[src/rtl/featuremap_pad_writer.sv]
// Streams an unpadded raster feature map into a FIFO, wrapping it in a one-pixel ring of +0.0.
// Zero latency: pixels pass straight through to data_out in the cycle they are accepted.
module featuremap_pad_writer #(
  parameter int unsigned DATA_WIDTH = 32,
  parameter int unsigned WIDTH      = 112,
  parameter int unsigned HEIGHT     = 112
) (
  input  logic                  clk,
  input  logic                  rst,
  input  logic                  start,
  input  logic [DATA_WIDTH-1:0] data_in,
  input  logic                  valid_in,
  output logic                  ready_out,
  input  logic                  fifo_full,
  output logic                  wrreq,
  output logic [DATA_WIDTH-1:0] data_out,
  output logic                  busy,
  output logic                  frame_done
);

  localparam int unsigned CW = $clog2(WIDTH + 2);
  localparam int unsigned RW = $clog2(HEIGHT + 2);
  localparam logic [CW-1:0] CLast = CW'(WIDTH + 1);
  localparam logic [RW-1:0] RLast = RW'(HEIGHT + 1);

  typedef enum logic [1:0] {StIdle, StRun, StDone} state_e;

  state_e        state_q;
  logic [CW-1:0] c_q;
  logic [RW-1:0] r_q;
  logic          busy_q;
  logic          done_q;

  logic run, pad, last_col, last_row;

  // Reset also masks the combinational strobes so no write leaks out in the reset cycle.
  assign run      = (state_q == StRun) && !rst;
  assign last_col = (c_q == CLast);
  assign last_row = (r_q == RLast);
  assign pad      = (r_q == '0) || last_row || (c_q == '0) || last_col;

  assign wrreq      = run && !fifo_full && (pad || valid_in);
  assign ready_out  = run && !pad && !fifo_full;
  assign data_out   = (run && !pad) ? data_in : '0;
  assign busy       = busy_q;
  assign frame_done = done_q;

  always_ff @(posedge clk) begin
    if (rst) begin
      state_q <= StIdle;
      c_q     <= '0;
      r_q     <= '0;
      busy_q  <= 1'b0;
      done_q  <= 1'b0;
    end else begin
      unique case (state_q)
        StIdle: begin
          if (start) begin
            state_q <= StRun;
            busy_q  <= 1'b1;
          end
        end
        StRun: begin
          if (wrreq) begin
            if (last_col) begin
              c_q <= '0;
              if (last_row) begin
                r_q     <= '0;
                state_q <= StDone;
                busy_q  <= 1'b0;
                done_q  <= 1'b1;
              end else begin
                r_q <= r_q + RW'(1);
              end
            end else begin
              c_q <= c_q + CW'(1);
            end
          end
        end
        StDone: begin
          state_q <= StIdle;
          done_q  <= 1'b0;
        end
        default: begin
          state_q <= StIdle;
          busy_q  <= 1'b0;
          done_q  <= 1'b0;
        end
      endcase
    end
  end

endmodule

[config.mk]
export PLATFORM = sky130hd
export DESIGN_NAME = featuremap_pad_writer
export DESIGN_NICKNAME = d
export VERILOG_FILES = /design/src/rtl/featuremap_pad_writer.sv
export SDC_FILE = /design/constraint.sdc
export NUM_CORES = 1
export LEC_CHECK = 0
export ABC_AREA = 1
export CAP_MARGIN = 25
export CORE_ASPECT_RATIO = 0.5
export CORE_MARGIN = 4
export CORE_UTILIZATION = 40
export DETAILED_ROUTE_END_ITERATION = 10
export GPL_TIMING_DRIVEN = 0
export PLACE_DENSITY = 0.85
export SLEW_MARGIN = 20
export SYNTH_ARGS = -nofsm -noshare
export SYNTH_HDL_FRONTEND = slang
export SYNTH_SLANG_ARGS = --single-unit
[constraint.sdc]
create_clock -name clk -period 1.8 [get_ports clk]
set_clock_uncertainty 0.05 [all_clocks]
set_input_delay 0.36 -clock clk [delete_from_list [all_inputs] [get_ports clk]]
set_output_delay 0.36 -clock clk [all_outputs]
set_load 0.005 [all_outputs]
==> Word level (Yosys, flattened, before mapping) <==
Cells that the tools add are included.
{ "classes": {"n_bitwise": 2, "n_reduce_logical": 20, "add_sub_neg": 2, "n_eq_ne": 8, "muxes": 17} }
{ "op_table": {"columns": ["cell", "n"], "rows": [
  ["32-bit two-way mux", 1],
  ["7-bit by 1-bit adder with 7-bit output (second input constant)", 2],
  ["7-bit == test (second input constant)", 2],
  ["7-bit logical NOT", 2],
  ["7-bit two-way mux", 2],
  ["2-bit two-way mux", 4],
  ["2-bit inequality test (second input constant)", 4],
  ["4-bit AND reduction", 2],
  ["1-bit two-way mux", 7],
  ["1-bit logical AND", 5],
  ["5-bit AND reduction", 1],
  ["1-bit logical OR", 4],
  ["2-bit case mux with 2 select lines", 1],
  ["1-bit logical NOT", 3],
  ["1-bit case mux with 3 select lines", 1],
  ["3-bit AND reduction", 1],
  ["2-bit by 1-bit == test with 1-bit output (second input constant)", 1],
  ["2-bit == test (second input constant)", 1],
  ["2-bit logical NOT", 1],
  ["1-bit NOT", 2],
  ["1-bit case mux with 2 select lines", 1],
  ["2-bit AND reduction", 1]
]} }
{ "totals": {"register_bits": 18, "input_bits": 37, "word_cells": 54, "out_inout_bits": 36} }

==> Depth between registers and ports, before layout <==
{ "logic_depth": {"word_depth": 8, "ltp_mapped": 13, "mapped_depth_nobuf": 13} }

==> Worst setup path before layout <==
Ideal clock, no wire load.
{ "synth_timing": {"path_type": "register to output", "start": "register r_q[0]", "end": "output port data_out[10]", "path_slack_ns": 0.015, "path_stages_with_launch": 11, "arrival_time_ns": 1.375, "path_cell_list": "dfxtp_1 -> inv_1 -> ha_1 -> inv_1 -> nor2_1 -> nand3_1 -> nand2_2 -> nor2_4 -> nand3_2 -> buf_2 -> nor2_1"} }
{ "synth_between": {"elab_chain_len": 7} }
{ "synth_lines": {"columns": ["element", "line_no", "rtl"], "rows": [
  ["from (decl)", "30", "logic [RW-1:0] r_q;"],
  ["from (signal assigned)", "73", "r_q <= r_q + RW'(1);"],
  ["7-bit == test / 7-bit logical NOT (equally long branches)", "39, 40", null],
  ["1-bit logical OR (*) (3 in a row)", "40", "assign pad = (r_q == '0) || last_row || (c_q == '0) || last_col;"],
  ["1-bit logical NOT (*)", "44", "assign data_out = (run && !pad) ? data_in : '0;"],
  ["1-bit logical AND (*)", "44", null],
  ["32-bit two-way mux (*)", "44", null],
  ["to (decl)", "16", "output logic [DATA_WIDTH-1:0] data_out,"]
]} }
Mark *: on every way between the ends. The rest lies on a longest branch, timed or not.

==> Final worst setup path <==
{ "layout_timing": {"start": "register c_q[0]", "end": "output port data_out[7]"} }
{ "layout_between": {"elab_chain_len": 6} }
{ "layout_lines": {"columns": ["element", "line_no", "rtl"], "rows": [
  ["from (decl)", "29", "logic [CW-1:0] c_q;"],
  ["from (signal assigned)", "76", "c_q <= c_q + CW'(1);"],
  ["7-bit logical NOT", "40", null],
  ["1-bit logical OR", "40", null],
  ["1-bit logical OR (*)", "40", null],
  ["1-bit logical NOT (*)", "44", null],
  ["1-bit logical AND (*)", "44", null],
  ["32-bit two-way mux (*)", "44", null]
]} }
Marks and branches as above.

==> run_results.csv <==
group,metric,value,unit
sta,rsz0062_at_grt,"yes",
synth,distinct_cell_type_count_after_synthesis,28,
sta,final_max_slew_viol_count,0,
layout,layout.cells.most_common,"inv_1",
critical_path,cp_slowest_cell,"dfxtp_4",
route,post-route-drc-count,0,
grt,overflow,0,
cts,h_tree_lvl_count,1,
place,post-dp-hpwl,3555,um
flow_run,drv_cap,0,
sta,worst_max_slew_pin_slew,782.0,ps
grt,global_route_wire_length_before_repair,9177,um
route,post_drt_wl_per_cell,20.13,um
run_status,run_status,"finished, violations left",
cts,clock_buffer_count_from_cts,3,
layout,most_frequent_cells_in_the_layout,"44 x inv_1, 38 x clkdlybuf4s50_1, 28 x buf_2, 27 x nand2_1, 24 x buf_6",
route,drt-total-wl,7912,um
synth,primary_ff_master_synth,"dfxtp_1",
synth,mappedNetlistNets,275,
synth,synth_top_cell_by_area,"dfxtp_1",
critical_path,critPathKind,"reg2out",
sta,final-setup-viol-count,52,
layout,post-route-util,82.83,%
layout,layout-area-overhead-vs-synth,97.75,%
min_path,hp-class,"reg2reg",
critical_path,cp_data_required_time,1390,ps
grt,grt_max_degree,11,
cts,clock_tree.root_cell,"clkbuf_8",
layout,post_route_cells_drive_above_1_share,50.00,%
synth,asyncSetResetFlopFracSynth,0,%
cts,tritoncts,"built",
critical_path,path_cells,"inv_4 > ha_4 > inv_2 > nor2_2 > nand3_2 > nand2_4 > nor2_4 > nand3_4 > buf_6 > buf_6 > nor2_1 > buf_2",
layout,fillers,150,
synth,synth-seq-cells,18,
layout,final-seq-area,370.4,um^2
die,core,0.003453,mm^2
sta,min_period_over_period,129.3,%
die,die-height,50.52,um
synth,synth_area_per_cell,6.234,um^2
route,route.vias.total,2125,
synth,warnings_synthesis,0,
critical_path,critical_path.startpoint_type,"register",
grt,number_of_antenna_violations_at_the_first_check_in_global_routing,0,
place,place_congestion,0.9378,
sta,period_needed,2327,ps
sta,timing.final.hold_violations,0,
layout,antenna_cells,0,
route,drt_iter0_markers,175,
sta,timing.max_slew.rel_slack,47.87,%
route,dr.pass1.iters,6,
grt,vias_in_the_first_global_route,1895,
run_status,failed_checks,"setup timing",
synth,synth_seq_area_share,24.91,%
cts,worstSkewPairLatency,260,ps
critical_path,critical_path_arrival,1920,ps
sta,summed_negative_setup_slack_over_all_endpoints,-18900,ps
place,port_buffers,72,
critical_path,max_stage_delay,390,ps
synth,synthesis.area,0.001446,mm^2
cts,clkTransAtPathRegs,80,ps
critical_path,critPathMaxFanout,6,
pwr,power.density_cell_area,326.1,mW/mm^2
critical_path,cp-end-kind,"output pin",
cts,clk_path_buf_depth,2,
cts,clkSinkCount,18,
sta,fin_hold_ws,437.1,ps
die,rows,15,
die,die_x,93.04,um
layout,final_net_count,387,
sta,achievable-frequency,0.4297,GHz
synth,syn_inst,232,
die,ioPinCount,73,
die,initial_utilization,41.88,%
synth,synthDominantCellAreaShare,24.91,%
synth,synth_enable_flop_cells,0,
critical_path,path_common_cell,"buf_6",
sta,worst_slack,-527.2,ps
pwr,power.static_leakage,0.001380,uW
route,routed_via_density,5.407,
pwr,power.ir.vdd_worst,0.3436,mV
grt,grt_util_all_layers,24.53,%
cts,postCtsHoldBufs,0,
layout,multi_input_comb_area,0.001195,mm^2
die,design.die.area,0.004700,mm^2
route,ant_nets,0,
synth,synth_area_leaders,"dfxtp_1 25%, inv_1 13%, nor2_1 13%, nand2_1 8.8%, ha_1 5.2%",
[power breakdown]
part	switching, uW	internal, uW	total, uW
Clock	145	149	294
Sequential	7.59	402	410
Combinational	114	114	229
Total	267	666	933
[Yosys cell counts (2+ instances only)]
cell	n
a21oi_1	12
a21oi_2	5
buf_2	3
dfxtp_1	18
ha_1	6
inv_1	52
inv_2	3
nand2_1	34
nand2_2	10
nand2_4	2
nand3_1	9
nand3_2	2
nand4_1	4
nor2_1	49
nor2_4	2
o21ai_0	2
or2_2	3
xnor2_1	4
xor2_1	3
[state kept, by name, indices dropped and copies added (netlist names)]
signal      count
state_q         2
r_q             7
frame_done      1
c_q             7
busy            1
[worst max-delay path, delay by kind of cell (launching register included)]
kind,cells,cell delay (ps)
fa+ha+maj,1,150
simple gates,6,580
flops,1,390
buf+inv,5,540
[path summary, 6_finish.rpt]
| kind | to | slack [ps] | startpoint | depth (start not counted) |
|---|---|---|---|---|
| max | data_out[7] | -530 | c_q[0] | 12 |
| min | frame_done | 440 | frame_done | 2 |
| max reg2reg | r_q[2] | -320 | c_q[0] | 16 |
| min reg2reg | frame_done | 440 | frame_done | 2 |
[repair_timing]
item,CTS,global route
endpoints found under the setup margin,34,51
gates cloned,1,1
pin swaps,13,22
endpoints found under the hold margin,0,0
resized for setup,181,91
setup buffers,29,8
[final cells by class]
cell class / instances / area share [%]
flip-flops and latches: 18 / 12.95
clock buffers: 3 / 1.444
well taps: 51 / 2.231
inverters: 57 / 8.180
repair buffers: 106 / 32.11
multi-input cells: 154 / 41.78
plain buffers: 4 / 1.312
[logic make-up after synthesis]
family                   count (synthesis)  synth area share, %
AO/OA/AOI/OAI                           20                8.218
buffers and inverters                   61                16.44
flip-flops                              18                24.91
adder cells (fa/ha/maj)                  6                5.190
XOR/XNOR                                 7                4.239
AND/OR/NAND/NOR                        120                41.00
[layer usage]
layer	wire length [um]	GRT usage [%]
met3	833	6.437
met2	3784	44.46
met1	2785	27.62
met4	509	9.976
met5	0	0
[through the flow]
stage	instance area, um^2	power, uW	setup WS [ps]	instances
floorplan	1446	478.2	15.37	232
global placement	2231	574.9	-719.6	355
detailed placement	2231	578.5	-756.5	355
CTS	2475	875.6	-423.7	386
global route	2860	961.0	-636.5	393
finish	2860	932.6	-527.2	393
Power figures use the tool's default switching activity.
==> RTL edit: new RTL, same settings <==
Set the parameter `HEIGHT` to 224 (it was 112).
--- a/src/rtl/featuremap_pad_writer.sv
+++ b/src/rtl/featuremap_pad_writer.sv
@@ -3,7 +3,7 @@
 module featuremap_pad_writer #(
   parameter int unsigned DATA_WIDTH = 32,
   parameter int unsigned WIDTH      = 112,
-  parameter int unsigned HEIGHT     = 112
+  parameter int unsigned HEIGHT     = 224
 ) (
   input  logic                  clk,
   input  logic                  rst,
Behaviour: no difference found for any inputs over 10 cycles, from zero or initial values and one cycle with rst high; that may be too few to reach the edited logic, so the function may still have changed.
==> RTL edit against the unedited design <==
The flow still finishes with violations (setup timing). Global-route usage shrank 3.4 points. Sequential cell count increased by 1. Utilization rose by 0.45 points. Worst hold slack lost 0.20 ns. Routed wire length shrank 20%. Synthesized cell count up 7.8%. Setup slack improved by 0.025 ns. Cell area grew 3.3%. Maximum frequency grew 1.1%. Area after synthesis increased by 5.2%. Combinational power up 12%. First-iteration DRC count is 19% lower. Total power increased by 7.7%. Register-to-register slack improved by 0.12 ns. Critical endpoint is now data_out[6].
==> RTL edit: results (changes against the unedited design) <==
Run status:
- The run finished, with violations left.
- The final reports fail on setup timing.

Global routing:
- The number of antenna violations at the first check in global routing is 0 (unchanged).
- The combined global-route utilization of all metal layers was 21.18% (-3.4 points).
- The maximum number of pins on one net before global-route repair is 11 (unchanged).
- The global-route wire length before repair is 8328 um (-9.3%).
- The via count of the first global-routing pass is 1833 (-3.3%).

Layout:
- The number of nets at the end of the flow is 397 (+2.6%).
- The layout filler cell count was 176 (+17%).
- The largest registers in the layout are r_q x8, c_q x7, state_q x2.
- The proportion of layout cells with a drive suffix above 1 came to 48.73% (-1.3 points).
- The antenna diode count came to 0 (unchanged).

Synthesis:
- The net count after synthesis is 293 (+6.5%).
- The synthesized area per cell is 6.086 um^2 (-2.4%).
- The post-synthesis cell type count came to 29 (+3.6%).
- The register area share after synthesis is 25.00% (+0.087 points).
- The count of warnings emitted by yosys is 0 (unchanged).
- Among all flip-flop cells after synthesis, the most frequent one is dfxtp_1.
- The fraction of synthesis flops using an asynchronous set or reset pin is 0% (unchanged).
- By count the netlist is led by inv_1 (56), nor2_1 (55), nand2_1 (41), dfxtp_1 (19), a21oi_1 (16).
- After synthesis, the cell types taking the most area are dfxtp_1 (25%), inv_1 (14%), nor2_1 (14%).

Place:
- The total instance count after detailed placement is 372 (+4.8%).
- The HPWL after detailed placement was 3336 um (-6.2%).
- The count of port buffers added during placement was 71 (-1.4%).
- The final estimated routing congestion in global placement is 0.7894 (-16%).

Clock network:
- The cell at the root of the clock tree is clkbuf_8.
- The H-tree level count is 1 (unchanged).
- The clock latency of the later-clocked register in the worst-skew pair was 0.26 ns (about the same).
- The clock edge transition at the registers on the reported setup and hold paths is 0.07 ns.
- The clock tree buffer depth is 2 (unchanged).
- The TritonCTS buffer count was 3 (unchanged).

Worst setup path:
- The length in cells of the worst reg-to-reg path came to 16 (unchanged).
- The top cell family by delay on the critical path is buffers and inverters.
- The maximum fanout encountered on the critical timing path is 5 (-1).
- The data arrival time of the worst path is 1.89 ns (-0.03 ns).
- The beginning of the critical path is c_q[1].
- The slowest stage of the critical path belongs to the cell dfxtp_4.
- The largest stage delay on the critical path is 0.37 ns (-0.02 ns).

Hold path:
- The depth of the worst hold-timing path was 2 (unchanged).
- The path class of the tightest hold or removal check is in -> reg.
- The worst hold path startpoint is rst.

Route:
- The average detailed-routed wire length per instance came to 15.65 um (-22%).
- The first-pass detailed-route iteration total was 4 (-2).
- The average vias per placed instance came to 4.983 (-7.8%).
- The violation count after the first detailed-routing iteration was 141 (-19%).
- The total number of vias is 2013 (-5.3%).

Power:
- The static leakage is 1.371 nW (-0.69%).
- The maximum vdd ir drop is 574.7 uV (+67%).

STA:
- The worst setup margin is -0.5026 ns (+0.02461 ns).
- The slew of the pin with the lowest slew margin is 0.6192 ns (-0.1628 ns).
- The final setup violation count came to 46 (-12%).
[RTL edit: per-layer routing]
layer  GRT usage [%]  routed length [um]  share of wire (%)
met2           42.06                3194                 51
met3           3.468                 551                8.7
met1           22.89                2349                 37
met5               0                   0                  0
met4           6.938                 227                3.6
[RTL edit: worst paths after layout]
| path | endpoint | slack (ns) |
|---|---|---|
| worst max-delay path | data_out[6] | -0.50 |
| worst min-delay path | r_q[6] | 0.24 |
| worst max register to register | state_q[0] | -0.20 |
| worst min register to register | frame_done | 0.41 |
[RTL edit: report_power, final]
group,switching [W],internal [W]
sequential,0.0000141,0.000428
clock,0.000148,0.000158
combinational,0.000126,0.000130
total,0.000288,0.000716
[RTL edit: timing repair]
item,in CTS,in global routing
setup buffers,19,6
hold buffers,0,0
pin swaps,8,14
gates resized for setup,164,79
endpoints found under the setup margin,34,52
gates cloned,2,2
[RTL edit: cell type report]
class                      count  area (um^2)  share of cell area (%)
buffer                         7        85.08                   2.880
clock buffer                   4        45.04                   1.525
inverter                      59        241.5                   8.175
multi-input combinational    165         1245                   42.14
sequential                    19        400.4                   13.55
tap                           51        63.81                   2.160
timing repair buffer          99        873.3                   29.56
[RTL edit: cells by family after synthesis]
logic type,Yosys count,share of synthesized area [%]
buf+inv,66,17.68
fa+ha+maj,6,4.934
simple gates,131,41.04
flops,19,25.00
compound gates,21,7.319
xor+xnor,7,4.030
[RTL edit: through the flow]
step	setup TNS, ns	power (W)	worst slack, ns	instance area [um^2]	util [%]
floorplan	-0.004127	0.0005423	-0.0001376	1624	-
global placement	-22.28	0.0006375	-0.6844	2399	67.62
detailed placement	-23.89	0.0006443	-0.7617	2399	67.62
CTS	-12.75	0.0009702	-0.4204	2571	72.49
global route	-19.75	0.001056	-0.5701	2954	83.28
finish	-16.80	0.001004	-0.5026	2954	83.28
